===== config.mk =====
export PLATFORM = sky130hd
export DESIGN_NAME = mc_core_flat
export DESIGN_NICKNAME = d
export VERILOG_FILES = /design/src/rtl/mc_pkg.sv /design/src/rtl/mc_if.sv /design/src/rtl/mc_regfile.sv /design/src/rtl/mc_core.sv /design/src/flat_wrapper.sv
export SDC_FILE = /design/constraint.sdc
export NUM_CORES = 1
export LEC_CHECK = 0
export CAP_MARGIN = 20
export CORE_ASPECT_RATIO = 2
export CORE_MARGIN = 2
export CORE_UTILIZATION = 25
export DETAILED_ROUTE_END_ITERATION = 16
export PLACE_DENSITY = 0.45
export SETUP_SLACK_MARGIN = 0.5
export SYNTH_ARGS = -nofsm -noshare
export SYNTH_HDL_FRONTEND = slang
export SYNTH_SLANG_ARGS = --single-unit

===== constraint.sdc =====
create_clock -name clk -period 3.68 [get_ports clk]
set_clock_uncertainty 0.05 [all_clocks]
set_input_delay 0.552 -clock clk [delete_from_list [all_inputs] [get_ports clk]]
set_output_delay 0.552 -clock clk [all_outputs]
set_load 0.05 [all_outputs]

===== src/rtl/mc_pkg.sv =====
// Shared types and instruction-field constants for the mc_core multi-cycle datapath.
package mc_pkg;

  typedef enum logic [2:0] {
    OP_ADD = 3'b000,
    OP_SUB = 3'b001,
    OP_AND = 3'b010,
    OP_XOR = 3'b011,
    OP_LDI = 3'b100,
    OP_LW  = 3'b101,
    OP_SW  = 3'b110,
    OP_BNZ = 3'b111
  } op_t;

  typedef enum logic [2:0] {
    S_IDLE  = 3'd0,
    S_FETCH = 3'd1,
    S_EXEC  = 3'd2,
    S_MEM   = 3'd3,
    S_HALT  = 3'd4
  } state_t;

  localparam int IR_W   = 9;
  localparam int OP_MSB = 8;
  localparam int OP_LSB = 6;
  localparam int RA_MSB = 5;
  localparam int RA_LSB = 3;
  localparam int RB_MSB = 2;
  localparam int RB_LSB = 0;

  // BNZ carrying this immediate stops the core instead of branching.
  localparam logic [2:0] OP_HALT_IMM = 3'd0;

endpackage


===== src/rtl/mc_if.sv =====
// Instruction-ROM and data-memory bus of mc_core.
// Data handshake: the core raises dmem_req with dmem_we/addr/wdata and holds them
// unchanged until it samples dmem_ready = 1 on a rising edge; that edge completes
// the transfer (dmem_rdata is captured for a load), and dmem_req drops the next cycle.
interface mc_if #(
  parameter int DW = 8,
  parameter int PW = 10
);
  logic [PW-1:0] imem_addr;
  logic [8:0]    imem_data;
  logic          dmem_req;
  logic          dmem_we;
  logic [DW-1:0] dmem_addr;
  logic [DW-1:0] dmem_wdata;
  logic [DW-1:0] dmem_rdata;
  logic          dmem_ready;

  modport master (
    output imem_addr, dmem_req, dmem_we, dmem_addr, dmem_wdata,
    input  imem_data, dmem_rdata, dmem_ready
  );

  modport slave (
    input  imem_addr, dmem_req, dmem_we, dmem_addr, dmem_wdata,
    output imem_data, dmem_rdata, dmem_ready
  );
endinterface


===== src/rtl/mc_regfile.sv =====
// Register file: two combinational read ports, one clocked write port, async clear.
module mc_regfile #(
  parameter int DW = 8,
  parameter int RW = 3
) (
  input  logic          clk,
  input  logic          rst_n,
  input  logic          we,
  input  logic [RW-1:0] waddr,
  input  logic [DW-1:0] wdata,
  input  logic [RW-1:0] raddr_a,
  input  logic [RW-1:0] raddr_b,
  output logic [DW-1:0] rdata_a,
  output logic [DW-1:0] rdata_b
);
  logic [DW-1:0] regs [2**RW];

  always_ff @(posedge clk or negedge rst_n) begin
    if (!rst_n) begin
      for (int i = 0; i < 2**RW; i++) regs[i] <= '0;
    end else if (we) begin
      regs[waddr] <= wdata;
    end
  end

  // Reads see the value before this cycle's write, so ra = rb uses the old value.
  assign rdata_a = regs[raddr_a];
  assign rdata_b = regs[raddr_b];
endmodule


===== src/rtl/mc_core.sv =====
// Multi-cycle core: FETCH/EXEC/MEM sequencing over a ROM, a register file and a
// stallable data memory, with start/done control and a saturating cycle counter.
module mc_core
  import mc_pkg::*;
#(
  parameter int DW = 8,
  parameter int PW = 10,
  parameter int RW = 3,
  parameter int CW = 16
) (
  input  logic          clk,
  input  logic          reset,
  input  logic          start,
  output logic          done,
  output logic [CW-1:0] cycles,
  output state_t        dbg_state,
  mc_if.master          bus
);
  state_t            state, state_n;
  logic [PW-1:0]     pc, pc_n;
  logic [IR_W-1:0]   ir;
  logic              ir_load;
  op_t               op;
  logic [RW-1:0]     ra_idx, rb_idx;
  logic [2:0]        imm;
  logic [DW-1:0]     ra_val, rb_val, alu_y;
  logic              rf_we;
  logic [DW-1:0]     rf_wdata;
  logic              mem_go, mem_fin;
  logic              req_r, we_r;
  logic [DW-1:0]     addr_r, wdata_r;

  assign op     = op_t'(ir[OP_MSB:OP_LSB]);
  assign ra_idx = RW'(ir[RA_MSB:RA_LSB]);
  assign rb_idx = RW'(ir[RB_MSB:RB_LSB]);
  assign imm    = ir[RB_MSB:RB_LSB];

  mc_regfile #(.DW(DW), .RW(RW)) u_regfile (
    .clk     (clk),
    .rst_n   (reset),
    .we      (rf_we),
    .waddr   (ra_idx),
    .wdata   (rf_wdata),
    .raddr_a (ra_idx),
    .raddr_b (rb_idx),
    .rdata_a (ra_val),
    .rdata_b (rb_val)
  );

  always_comb begin
    alu_y = '0;
    case (op)
      OP_ADD:  alu_y = ra_val + rb_val;
      OP_SUB:  alu_y = ra_val - rb_val;
      OP_AND:  alu_y = ra_val & rb_val;
      OP_XOR:  alu_y = ra_val ^ rb_val;
      OP_LDI:  alu_y = DW'(imm);
      default: alu_y = '0;
    endcase
  end

  always_comb begin
    state_n  = state;
    pc_n     = pc;
    ir_load  = 1'b0;
    rf_we    = 1'b0;
    rf_wdata = alu_y;
    mem_go   = 1'b0;
    mem_fin  = 1'b0;
    case (state)
      S_IDLE, S_HALT: begin
        if (start) begin
          state_n = S_FETCH;
          pc_n    = '0;
        end
      end
      S_FETCH: begin
        ir_load = 1'b1;
        state_n = S_EXEC;
      end
      S_EXEC: begin
        case (op)
          OP_LW, OP_SW: begin
            mem_go  = 1'b1;
            state_n = S_MEM;
          end
          OP_BNZ: begin
            if (imm == OP_HALT_IMM) begin
              state_n = S_HALT;
            end else begin
              state_n = S_FETCH;
              pc_n    = (ra_val != '0) ? pc - PW'(imm) : pc + PW'(1);
            end
          end
          default: begin
            rf_we   = 1'b1;
            pc_n    = pc + PW'(1);
            state_n = S_FETCH;
          end
        endcase
      end
      S_MEM: begin
        if (bus.dmem_ready) begin
          mem_fin  = 1'b1;
          rf_we    = (op == OP_LW);
          rf_wdata = bus.dmem_rdata;
          pc_n     = pc + PW'(1);
          state_n  = S_FETCH;
        end
      end
      default: state_n = S_IDLE;
    endcase
  end

  always_ff @(posedge clk or negedge reset) begin
    if (!reset) begin
      state <= S_IDLE;
      pc    <= '0;
      ir    <= '0;
    end else begin
      state <= state_n;
      pc    <= pc_n;
      if (ir_load) ir <= bus.imem_data;
    end
  end

  // Counts every cycle spent executing; a new start restarts it from zero.
  always_ff @(posedge clk or negedge reset) begin
    if (!reset) begin
      cycles <= '0;
    end else if (state == S_IDLE || state == S_HALT) begin
      if (start) cycles <= '0;
    end else if (cycles != {CW{1'b1}}) begin
      cycles <= cycles + CW'(1);
    end
  end

  // Request fields are captured once in EXEC so they stay frozen through stalls.
  always_ff @(posedge clk or negedge reset) begin
    if (!reset) begin
      req_r   <= 1'b0;
      we_r    <= 1'b0;
      addr_r  <= '0;
      wdata_r <= '0;
    end else if (mem_go) begin
      req_r   <= 1'b1;
      we_r    <= (op == OP_SW);
      addr_r  <= rb_val;
      wdata_r <= ra_val;
    end else if (mem_fin) begin
      req_r   <= 1'b0;
      we_r    <= 1'b0;
    end
  end

  assign bus.imem_addr  = pc;
  assign bus.dmem_req   = req_r;
  assign bus.dmem_we    = we_r;
  assign bus.dmem_addr  = addr_r;
  assign bus.dmem_wdata = wdata_r;
  assign done           = (state == S_HALT);
  assign dbg_state      = state;
endmodule


===== src/flat_wrapper.sv =====
// flat-port wrapper written by rule: the top's interface ports become plain ports
module mc_core_flat import mc_pkg::*;
#(
  parameter int DW = 8,
  parameter int PW = 10,
  parameter int RW = 3,
  parameter int CW = 16
)
  (clk, reset, start, done, cycles, dbg_state, bus_imem_addr, bus_dmem_req, bus_dmem_we, bus_dmem_addr, bus_dmem_wdata, bus_imem_data, bus_dmem_rdata, bus_dmem_ready);
  mc_if #(.DW(DW), .PW(PW)) bus_i ();
  input  logic clk;
  input  logic reset;
  input  logic start;
  output logic done;
  output logic [CW-1:0] cycles;
  output state_t dbg_state;
  output wire logic [$bits(bus_i.imem_addr)-1:0] bus_imem_addr;
  output wire logic [$bits(bus_i.dmem_req)-1:0] bus_dmem_req;
  output wire logic [$bits(bus_i.dmem_we)-1:0] bus_dmem_we;
  output wire logic [$bits(bus_i.dmem_addr)-1:0] bus_dmem_addr;
  output wire logic [$bits(bus_i.dmem_wdata)-1:0] bus_dmem_wdata;
  input wire logic [$bits(bus_i.imem_data)-1:0] bus_imem_data;
  input wire logic [$bits(bus_i.dmem_rdata)-1:0] bus_dmem_rdata;
  input wire logic [$bits(bus_i.dmem_ready)-1:0] bus_dmem_ready;
  assign bus_imem_addr = bus_i.imem_addr;
  assign bus_dmem_req = bus_i.dmem_req;
  assign bus_dmem_we = bus_i.dmem_we;
  assign bus_dmem_addr = bus_i.dmem_addr;
  assign bus_dmem_wdata = bus_i.dmem_wdata;
  assign bus_i.imem_data = bus_imem_data;
  assign bus_i.dmem_rdata = bus_dmem_rdata;
  assign bus_i.dmem_ready = bus_dmem_ready;
  mc_core #(.DW(DW), .PW(PW), .RW(RW), .CW(CW)) u_core (.clk(clk), .reset(reset), .start(start), .done(done), .cycles(cycles), .dbg_state(dbg_state), .bus(bus_i));
endmodule

### Yosys cells after proc, flatten, opt, wreduce, memory -nomap -nowiden

Cells that the tools add are included.

| storage, ports and cells | value |
|---|---|
| input bits | 21 |
| memory bits (read-only) | 0 |
| word-level logic and storage cells | 97 |
| memories kept | 0 |
| bits in latches | 0 |
| bits in writable memories | 0 |
| bits in registers | 120 |

| cells by class | value |
|---|---|
| add/subtract/negate cells | 5 |
| shift operators | 0 |
| divide/modulo/power cells | 0 |
| $lt $le $gt $ge | 3 |
| muxes and demuxes | 37 |
| equality and inequality tests | 17 |
| bitwise logic cells | 4 |
| reduce and logical (&&, ||, !) cells | 15 |
| $mul | 0 |

Operator list:

| cell | count |
|---|---|
| $bwmux 64 | 1 |
| $mux 8 | 7 |
| $bmux 8 s3 | 2 |
| $mux 16 | 3 |
| $mux 10 | 4 |
| $pmux 8 s5 | 1 |
| $pmux 10 s3 | 1 |
| $demux 8 s3 | 1 |
| $pmux 10 s2 | 1 |
| $add 16x1->16 const B | 1 |
| $ne 16x16->1 const B | 1 |
| $eq 3x3->1 const B | 5 |
| $eq 3x2->1 const B | 4 |
| $pmux 3 s4 | 1 |
| $add 10x1->10 const B | 1 |
| $mux 1 | 10 |
| $sub 10x3->10 | 1 |
| $logic_not 3->1 | 3 |
| $mux 3 | 3 |
| $add 8x8->8 | 1 |
| $and 8x8->8 | 1 |
| $ge 4x4->1 const B | 2 |
| $ne 2x2->1 const B | 4 |
| $not 3->4 | 2 |
| 16 further kinds | 20 |

### Longest topological paths before layout

Gate-level depths: netlist of run 1.

| logic depth | value |
|---|---|
| word-level depth | 9 |
| mapped depth | 16 |
| mapped depth without buffers | 15 |

### Hierarchy

Synthesis of run 1 repeated with hierarchy kept, for this count alone.

| second synthesis, totals | value |
|---|---|
| cell total of the unflattened synthesis | 619 |
| area total of the unflattened synthesis | 7362.1 µm² |

Modules (own cells, without submodules):

| module | cells each | times used | area each (µm²) | sequential area each (µm²) |
|---|---|---|---|---|
| mc_core | 418 | 1 | 3822.4 | 1401.3 |
| mc_regfile | 201 | 1 | 3539.6 | 1601.5 |

### Least setup slack after synthesis of run 1

No wires, ideal clock.

| timing | value |
|---|---|
| path kind | register to register |
| start | register u_core.ir[1] |
| end | register u_core.u_regfile.regs[30] (netlist bit) |
| path slack | 0.091 ns |
| required time | 3.486 ns |
| arrival time | 3.395 ns |
| stages on the path, launching flop included | 16 |
| cell sequence | dfrtp_1 buf_4 mux4_2 mux2i_1 ha_1 nand2_1 o21ai_0 fa_1 nor2b_1 o21ai_0 a21boi_0 o21ai_0 a21oi_1 a31oi_1 a22oi_1 o21ai_0 |

| on the way | value |
|---|---|
| cells in the longest elaborated chain, start to end | 9 |
| elaborated cells on any way between the ends | 12 |
| those cells by class | 2 x add/sub; 7 x mux; 3 x bitwise |

RTL lines:

| item | line | text |
|---|---|---|
| start, declared | mc_core.sv:21 | `logic [IR_W-1:0] ir;` |
| start signal, assigned | mc_core.sv:123 | `if (ir_load) ir <= bus.imem_data;` |
| $not 3->4 (implied by the code) (*) | mc_regfile.sv:28 | `assign rdata_b = regs[raddr_b];` |
| $bmux 8 s3 (*) | mc_regfile.sv:28 |  |
| $mux 8 (implied by the code) (*) (2 in a row) | mc_regfile.sv:28 |  |
| $sub 8x8->8 (tied with other cells) | mc_core.sv:54 | `OP_SUB: alu_y = ra_val - rb_val;` |
| $pmux 8 s5 (*) | mc_core.sv:52 | `case (op)` |
| $mux 8 | mc_core.sv:103 | `if (bus.dmem_ready) begin` |
| $mux 8 (*) | mc_core.sv:70 | `case (state)` |
| $bwmux 64 (*) | mc_regfile.sv:22 | `regs[waddr] <= wdata;` |
| end signal, assigned by index | mc_regfile.sv:22 |  |
| end, declared | mc_regfile.sv:16 | `logic [DW-1:0] regs [2**RW];` |

Every way passes the cells marked *; elsewhere a longest branch is shown, timed or not. The select of a mux whose other input is x is not followed.
A chain may end at the register's enable or synchronous reset.

### Worst setup path in the final report of run 1

| timing | value |
|---|---|
| start | register u_core.ir[1] |
| end | register u_core.u_regfile.regs[55] (netlist bit) |

| on the way | value |
|---|---|
| cells in the longest elaborated chain, start to end | 9 |
| elaborated cells on any way between the ends | 12 |
| those cells by class | 2 x add/sub; 7 x mux; 3 x bitwise |

RTL lines:

| item | line | text |
|---|---|---|
| $not 3->4 (implied by the code) (*) | mc_regfile.sv:28 |  |
| $bmux 8 s3 (*) | mc_regfile.sv:28 |  |
| $mux 8 (implied by the code) (*) (2 in a row) | mc_regfile.sv:28 |  |
| net u_core.rb_val[3] | mc_core.sv:26 | `logic [DW-1:0] ra_val, rb_val, alu_y;` |
| $sub 8x8->8 / $add 8x8->8 (equally long branches) | mc_core.sv:54, mc_core.sv:53 |  |
| $pmux 8 s5 (*) | mc_core.sv:52 |  |
| $mux 8 | mc_core.sv:103 |  |
| $mux 8 (*) | mc_core.sv:70 |  |
| $bwmux 64 (*) | mc_regfile.sv:22 |  |

The timed path passes the listed nets; every way through them passes the cells marked *. The select of a mux whose other input is x is not followed.

==> results.sh, run 1 <==
export IMPL_die_area_um2=29810
export IMPL_post_drt_via_cell_ratio=4.898
export IMPL_dieHeight_um=242.2
export IMPL_ctsHoldBuffers=0
export IMPL_grt_overflow=0
export IMPL_rsz0062_at_grt="true"
export IMPL_fillCellCount=2862
export IMPL_area_growth_pct=36.15
export IMPL_tightest_slew_ns=0.9482
export IMPL_cp_slowest_stage_delay_ns=0.53
export IMPL_hpwl_um=17620
export IMPL_fin_util_pct=34.38
export IMPL_setup_tns_ns=0
export IMPL_dpl_cell_area_um2=8633
export IMPL_grt_first_pass_wirelength_um=35420
export IMPL_relSlewSlack_pct=36.79
export IMPL_start_kind="register"
export IMPL_drive_above_1_share_pct=30.83
export IMPL_cts_root_buf="clkbuf_16"
export IMPL_synth_top_area_share_pct=42.34
export IMPL_syn_inst=669
export IMPL_critPathMaxFanout=8
export IMPL_drv_cap=0
export IMPL_path_buf_inv=4
export IMPL_dr_max_layer_used="met4"
export IMPL_clkTransAtPathRegs_ns=0.06
export IMPL_drt_pass1_iter_count=4
export IMPL_status="finished clean"
export IMPL_numCtsBuffers=17
export IMPL_ios=69
export IMPL_syn_area_um2=7092
export IMPL_antenna_found_initial=0
export IMPL_cts_max_path_buffers=2
export IMPL_final_design_area_no_fill_um2=9656
export IMPL_crit_chain="buf_12 -> mux4_2 -> mux2i_4 -> inv_2 -> o41ai_4 -> xnor2_1 -> ha_2 -> or3_1 -> a211oi_2 -> nor3_2 -> buf_4 -> xnor2_2 -> o21ai_2 -> buf_6 -> mux2_4"
export IMPL_clkSinkCount=120
export IMPL_timing_fmax_mhz=275.3
export IMPL_yosys_warnings=0
export IMPL_drv_slew=0
export IMPL_cpMaxStageDelayCell="mux4_2"
export IMPL_fin_crit_ns=3.632
export IMPL_num_vias=5716
export IMPL_diodes=0
export IMPL_ys_flop_type="dfrtp_1"
export IMPL_timing_rr_start="u_core.ir[1]"
export IMPL_setup_violations=0
export IMPL_hold_ws_ns=0.2024
export IMPL_row_count=87
export IMPL_numPortBuffers=68
export IMPL_end_kind="register"
export IMPL_wl_per_cell_um=19.63
export IMPL_yosys_top_cells_count="dfrtp_1, nor2_1, nand2_1"
export IMPL_postRouteAntennaNets=0
export IMPL_drc=0
export IMPL_worst_path_stages=15
export IMPL_initial_utilization_pct=25.25
export IMPL_gr_usage_all_layers_pct=16.10
export IMPL_cts_tree="yes"
export IMPL_grt_max_degree=71
export IMPL_grt_pass1_vias=6113
export IMPL_crit_end="u_core.u_regfile.regs[55]"
export IMPL_yosysUniqueCellTypes=58
export IMPL_worstSetupPathType="register to register"
export IMPL_avgSynthCellArea_um2=10.60
export IMPL_hold_viol_final=0
export IMPL_routabilityCongestion=0.8757
export IMPL_core_area_um2=28080
export IMPL_ys_seq_elements=120
export IMPL_path_delay_family="multiplexers"
export IMPL_met2_length_um=13340
export IMPL_wl_met3_um=637
export IMPL_drt_wl_total_um=22910
export IMPL_multi_input_area_um2=4100
export IMPL_critPathArrivalTime_ns=3.89
export IMPL_synth_edf_count=0
export IMPL_yosysMostFrequentCell="dfrtp_1"
export IMPL_finalNetCount=843
export IMPL_synthesis_nets=713
export IMPL_cp_required_ns=3.94
export IMPL_drt_iter0_markers=295
export IMPL_yosys_area_top_type="dfrtp_1"
export IMPL_htree_levels=4
export IMPL_reg2reg_depth=15
export IMPL_rrSetupSlack_ns=0.05
export IMPL_clock_latency_ns=0.43
export IMPL_die_x_um=123.1
export IMPL_wl_met1_um=7891
export IMPL_worstSetupStartpoint="u_core.ir[1]"
export IMPL_ys_seq_area_share_pct=42.34
export IMPL_synthArstFlopShare_pct=100.0
export IMPL_synth_area_leaders="dfrtp_1, mux2_2, mux4_2, ha_1, mux2i_1"
export IMPL_seq_area_um2=3007
export IMPL_holdCritPathClass="input pin to async pin"
export IMPL_r2r_end="u_core.u_regfile.regs[55]"
export IMPL_timing_final_crit_share_pct=98.70
## cells in the final DEF (no fill, tap or decap), types with 3 or more instances in the layout
cell,netlist,layout
a21oi_2,0,15
mux4_2,22,24
mux4_1,7,5
inv_1,19,17
mux2i_1,24,18
o21ai_0,45,33
or3_1,8,8
buf_4,1,68
a22oi_1,9,5
and3_1,10,10
clkbuf_8,0,4
o21ai_1,1,5
xnor2_1,12,11
nor3b_1,4,3
nand4_1,5,5
buf_12,0,3
mux2i_2,1,5
nor3_1,11,10
buf_6,3,10
clkdlybuf4s50_1,0,67
and2_1,6,6
a21o_1,3,3
a21oi_1,38,23
xor2_1,13,13
dfrtp_1,120,117
mux2_2,49,47
bufinv_16,0,6
nand2b_1,14,14
a31oi_1,6,6
nor2b_1,10,8
ha_1,21,18
o21ai_2,1,9
nand2_1,57,54
a22oi_2,0,4
nand3_1,17,17
clkbuf_16,0,17
dfrtp_2,0,3
nor2_1,64,64
nand2_2,0,3
## per-stage QoR
stage,instances,worst slack (ns)
global placement,1119,-0.08923
floorplan,669,0.3447
detailed placement,1119,-0.1822
global route,1167,-0.1397
CTS,1157,0.01079
finish,1167,0.04774
## metal layers
layer | global-route usage [%] | vias up
li1 | - | 2688
met1 | 14.91 | 2862
met2 | 31.46 | 124
met3 | 3.084 | 42
met4 | 8.757 | 0
met5 | 0 | -
## worst min-delay path by stage
stage,from,to,slack (ns),cells past startpoint
after CTS,reset,u_core.u_regfile.regs[26],0.25,1
after detailed placement,u_core.bus.dmem_wdata[7],u_core.bus.dmem_wdata[7],0.42,2
final,reset,u_core.u_regfile.regs[34],0.20,1
after global placement,u_core.bus.dmem_wdata[0],u_core.bus.dmem_wdata[0],0.41,2
after floorplan,reset,u_core.bus.dmem_addr[0],0.21,0
after global routing,reset,u_core.u_regfile.regs[34],0.29,1
## flip-flops by register name, summed over array words and instances (netlist names)
name,flops
u_core.bus.dmem_we,1
u_core.dbg_state,3
u_core.bus.imem_addr,10
u_core.ir,9
u_core.bus.dmem_addr,8
u_core.u_regfile.regs,64
u_core.bus.dmem_wdata,8
u_core.cycles,16
u_core.bus.dmem_req,1
## final cells by class
cell class	instances	area share, %
Sequential cell	120	31.14
Inverter	19	0.7386
Multi-Input combinational cell	493	42.46
Clock inverter	8	1.970
Tap cell	356	4.613
Timing Repair Buffer	148	14.02
Clock buffer	23	5.054
## logic make-up after synthesis
group,share of synthesized area [%]
and+or+nand+nor,14.38
AOI/OAI and AO/OA,11.50
DFF,42.34
muxes,20.94
buffers and inverters,3.476
xor gates and xnor gates,3.088
adders and majority gates,4.270
## what timing repair did
item	4_1_cts	5_1_grt
pin swaps	11	6
buffers inserted	7	10
gates resized for setup	30	29
setup endpoints to repair	63	64
Power of run 1 is not shown: default switching activity piles up to over one toggle a cycle in this logic, so the estimate is an artifact.
==> run 2: changes to the inputs <==
Settings changed: GPL_ROUTABILITY_DRIVEN set to 0.
==> results of run 2 <==
The final DEF is identical to that of run 1; final timing and power are the same.
Power of run 2 is left out for the same reason.
==> run 3: changes to the inputs <==
Settings changed: CAP_MARGIN 20 to unset, CTS_BUF_LIST set to sky130_fd_sc_hd__clkbuf_8, SLEW_MARGIN set to 20.
==> run 3 against run 2 <==
  * Setup slack lost 0.011 ns
  * Critical path depth did not move
  * Sequential share of layout area is 0.51 points higher
  * Critical endpoint unchanged
  * Global-route usage is 0.12 points lower
==> results.sh, run 3 (same netlist as run 1, synthesis figures left out) <==
export IMPL_dpl_cell_area_um2=8633
export IMPL_rrSetupSlack_ns=0.04
export IMPL_grt_pass1_vias=6133
export IMPL_grt_overflow=0
export IMPL_setup_tns_ns=0
export IMPL_holdCritPathClass="input pin to async pin"
export IMPL_core_area_um2=28080
export IMPL_hpwl_um=17620
export IMPL_dieHeight_um=242.2
export IMPL_top_register="u_core.u_regfile.regs"
export IMPL_drt_pass1_iter_count=4
export IMPL_final_cell_mix="dfrtp_1, buf_4, clkdlybuf4s50_1, nor2_1, nand2_1"
export IMPL_grt_max_degree=71
export IMPL_status="finished clean"
export IMPL_area_growth_pct=33.96
export IMPL_final_design_area_no_fill_um2=9500
export IMPL_ios=69
export IMPL_critPathArrivalTime_ns=3.94
export IMPL_num_vias=5696
export IMPL_end_kind="register"
export IMPL_timing_fmax_mhz=274.4
export IMPL_reg2reg_depth=15
export IMPL_postRouteAntennaNets=0
export IMPL_ctsHoldBuffers=0
export IMPL_cts_root_buf="clkbuf_8"
export IMPL_cts_tree="yes"
export IMPL_drc=0
export IMPL_setup_violations=0
export IMPL_fin_crit_ns=3.644
export IMPL_r2r_end="u_core.u_regfile.regs[55]"
export IMPL_critPathMaxFanout=8
export IMPL_finalNetCount=841
export IMPL_numPortBuffers=68
export IMPL_timing_final_crit_share_pct=99.01
export IMPL_drt_wl_total_um=22880
export IMPL_numCtsBuffers=17
export IMPL_tightest_slew_ns=0.9422
export IMPL_die_x_um=123.1
export IMPL_hold_viol_final=0
export IMPL_final_common_cell="dfrtp_1"
export IMPL_clkSinkCount=120
export IMPL_cts_max_path_buffers=2
export IMPL_wl_per_cell_um=19.62
export IMPL_htree_levels=4
export IMPL_drt_iter0_markers=206
export IMPL_grt_first_pass_wirelength_um=35220
export IMPL_drv_slew=0
export IMPL_start_kind="register"
export IMPL_gr_usage_all_layers_pct=15.98
export IMPL_rsz0062_at_grt="true"
export IMPL_die_area_um2=29810
export IMPL_relSlewSlack_pct=37.19
export IMPL_clkTransAtPathRegs_ns=0.07
export IMPL_clock_latency_ns=0.46
export IMPL_antenna_found_initial=1
export IMPL_drv_cap=0
export IMPL_post_drt_via_cell_ratio=4.885
export IMPL_worstSetupPathType="register to register"
export IMPL_largest_register_ffs=64
export IMPL_row_count=87
export IMPL_drive_above_1_share_pct=31.15
export IMPL_initial_utilization_pct=25.25
export IMPL_timing_rr_start="u_core.ir[1]"
export IMPL_cp_required_ns=3.98
## run 3: repair_timing
| action | in CTS | in global routing |
|---|---|---|
| hold endpoints to repair | 0 | 0 |
| endpoints found under the setup margin | 63 | 64 |
| pin swaps | 16 | 4 |
| gates cloned | 0 | 0 |
| setup buffers | 6 | 9 |
| gates resized for setup | 32 | 42 |
## run 3: worst max path at each step
| stage | depth (start not counted) | start | to |
|---|---|---|---|
| 2_1_floorplan | 14 | u_core.ir[1] | u_core.u_regfile.regs[55] |
| 3_3_place_gp | 16 | u_core.ir[1] | u_core.u_regfile.regs[63] |
| 3_5_place_dp | 14 | u_core.ir[1] | u_core.u_regfile.regs[55] |
| 4_1_cts | 15 | u_core.ir[1] | u_core.u_regfile.regs[55] |
| 5_1_grt | 18 | u_core.ir[1] | u_core.u_regfile.regs[31] |
| 6_report | 15 | u_core.ir[1] | u_core.u_regfile.regs[55] |
## run 3: through the flow
stage | setup slack (ns) | instances | utilization [%] | hold slack, ns
3_3_place_gp | -0.08923 | 1119 | 30.74 | 0.4118
6_report | 0.03627 | 1166 | 33.83 | 0.1710
4_1_cts | 0.003861 | 1156 | 33.03 | 0.1997
3_5_place_dp | -0.1822 | 1119 | 30.74 | 0.4207
2_1_floorplan | 0.3447 | 669 | - | 0.2064
5_1_grt | -0.1146 | 1166 | 33.83 | 0.2307
## run 3: metal layers
layer	up-vias	GRT usage, %	share of wire, %
met1	2842	14.77	34
li1	2682	-	-
met4	0	8.556	4.7
met5	-	0	0
met2	121	31.30	58
met3	51	3.107	3.1
## run 3: area by class of cell
cell class                      count  area, um2
Clock inverter                     10      197.7
Antenna cell                        1      2.502
Inverter                           19      71.32
Timing Repair Buffer              146       1323
Clock buffer                       21      289.0
Tap cell                          356      445.4
Sequential cell                   120       3007
Fill cell                        2880      18580
Multi-Input combinational cell    493       4165
## run 3: worst max-delay path: stages, from the launching register on
cell      delay, ns
dfrtp_2        0.50
buf_12         0.18
mux4_2         0.54
mux2i_4        0.19
inv_2          0.10
o41ai_4        0.34
xnor2_1        0.11
ha_2           0.19
or3_1          0.31
a211oi_2       0.19
nor3_2         0.08
buf_4          0.14
xnor2_2        0.13
o21ai_2        0.08
buf_6          0.13
mux2_2         0.26
Power of run 3 is left out for the same reason.
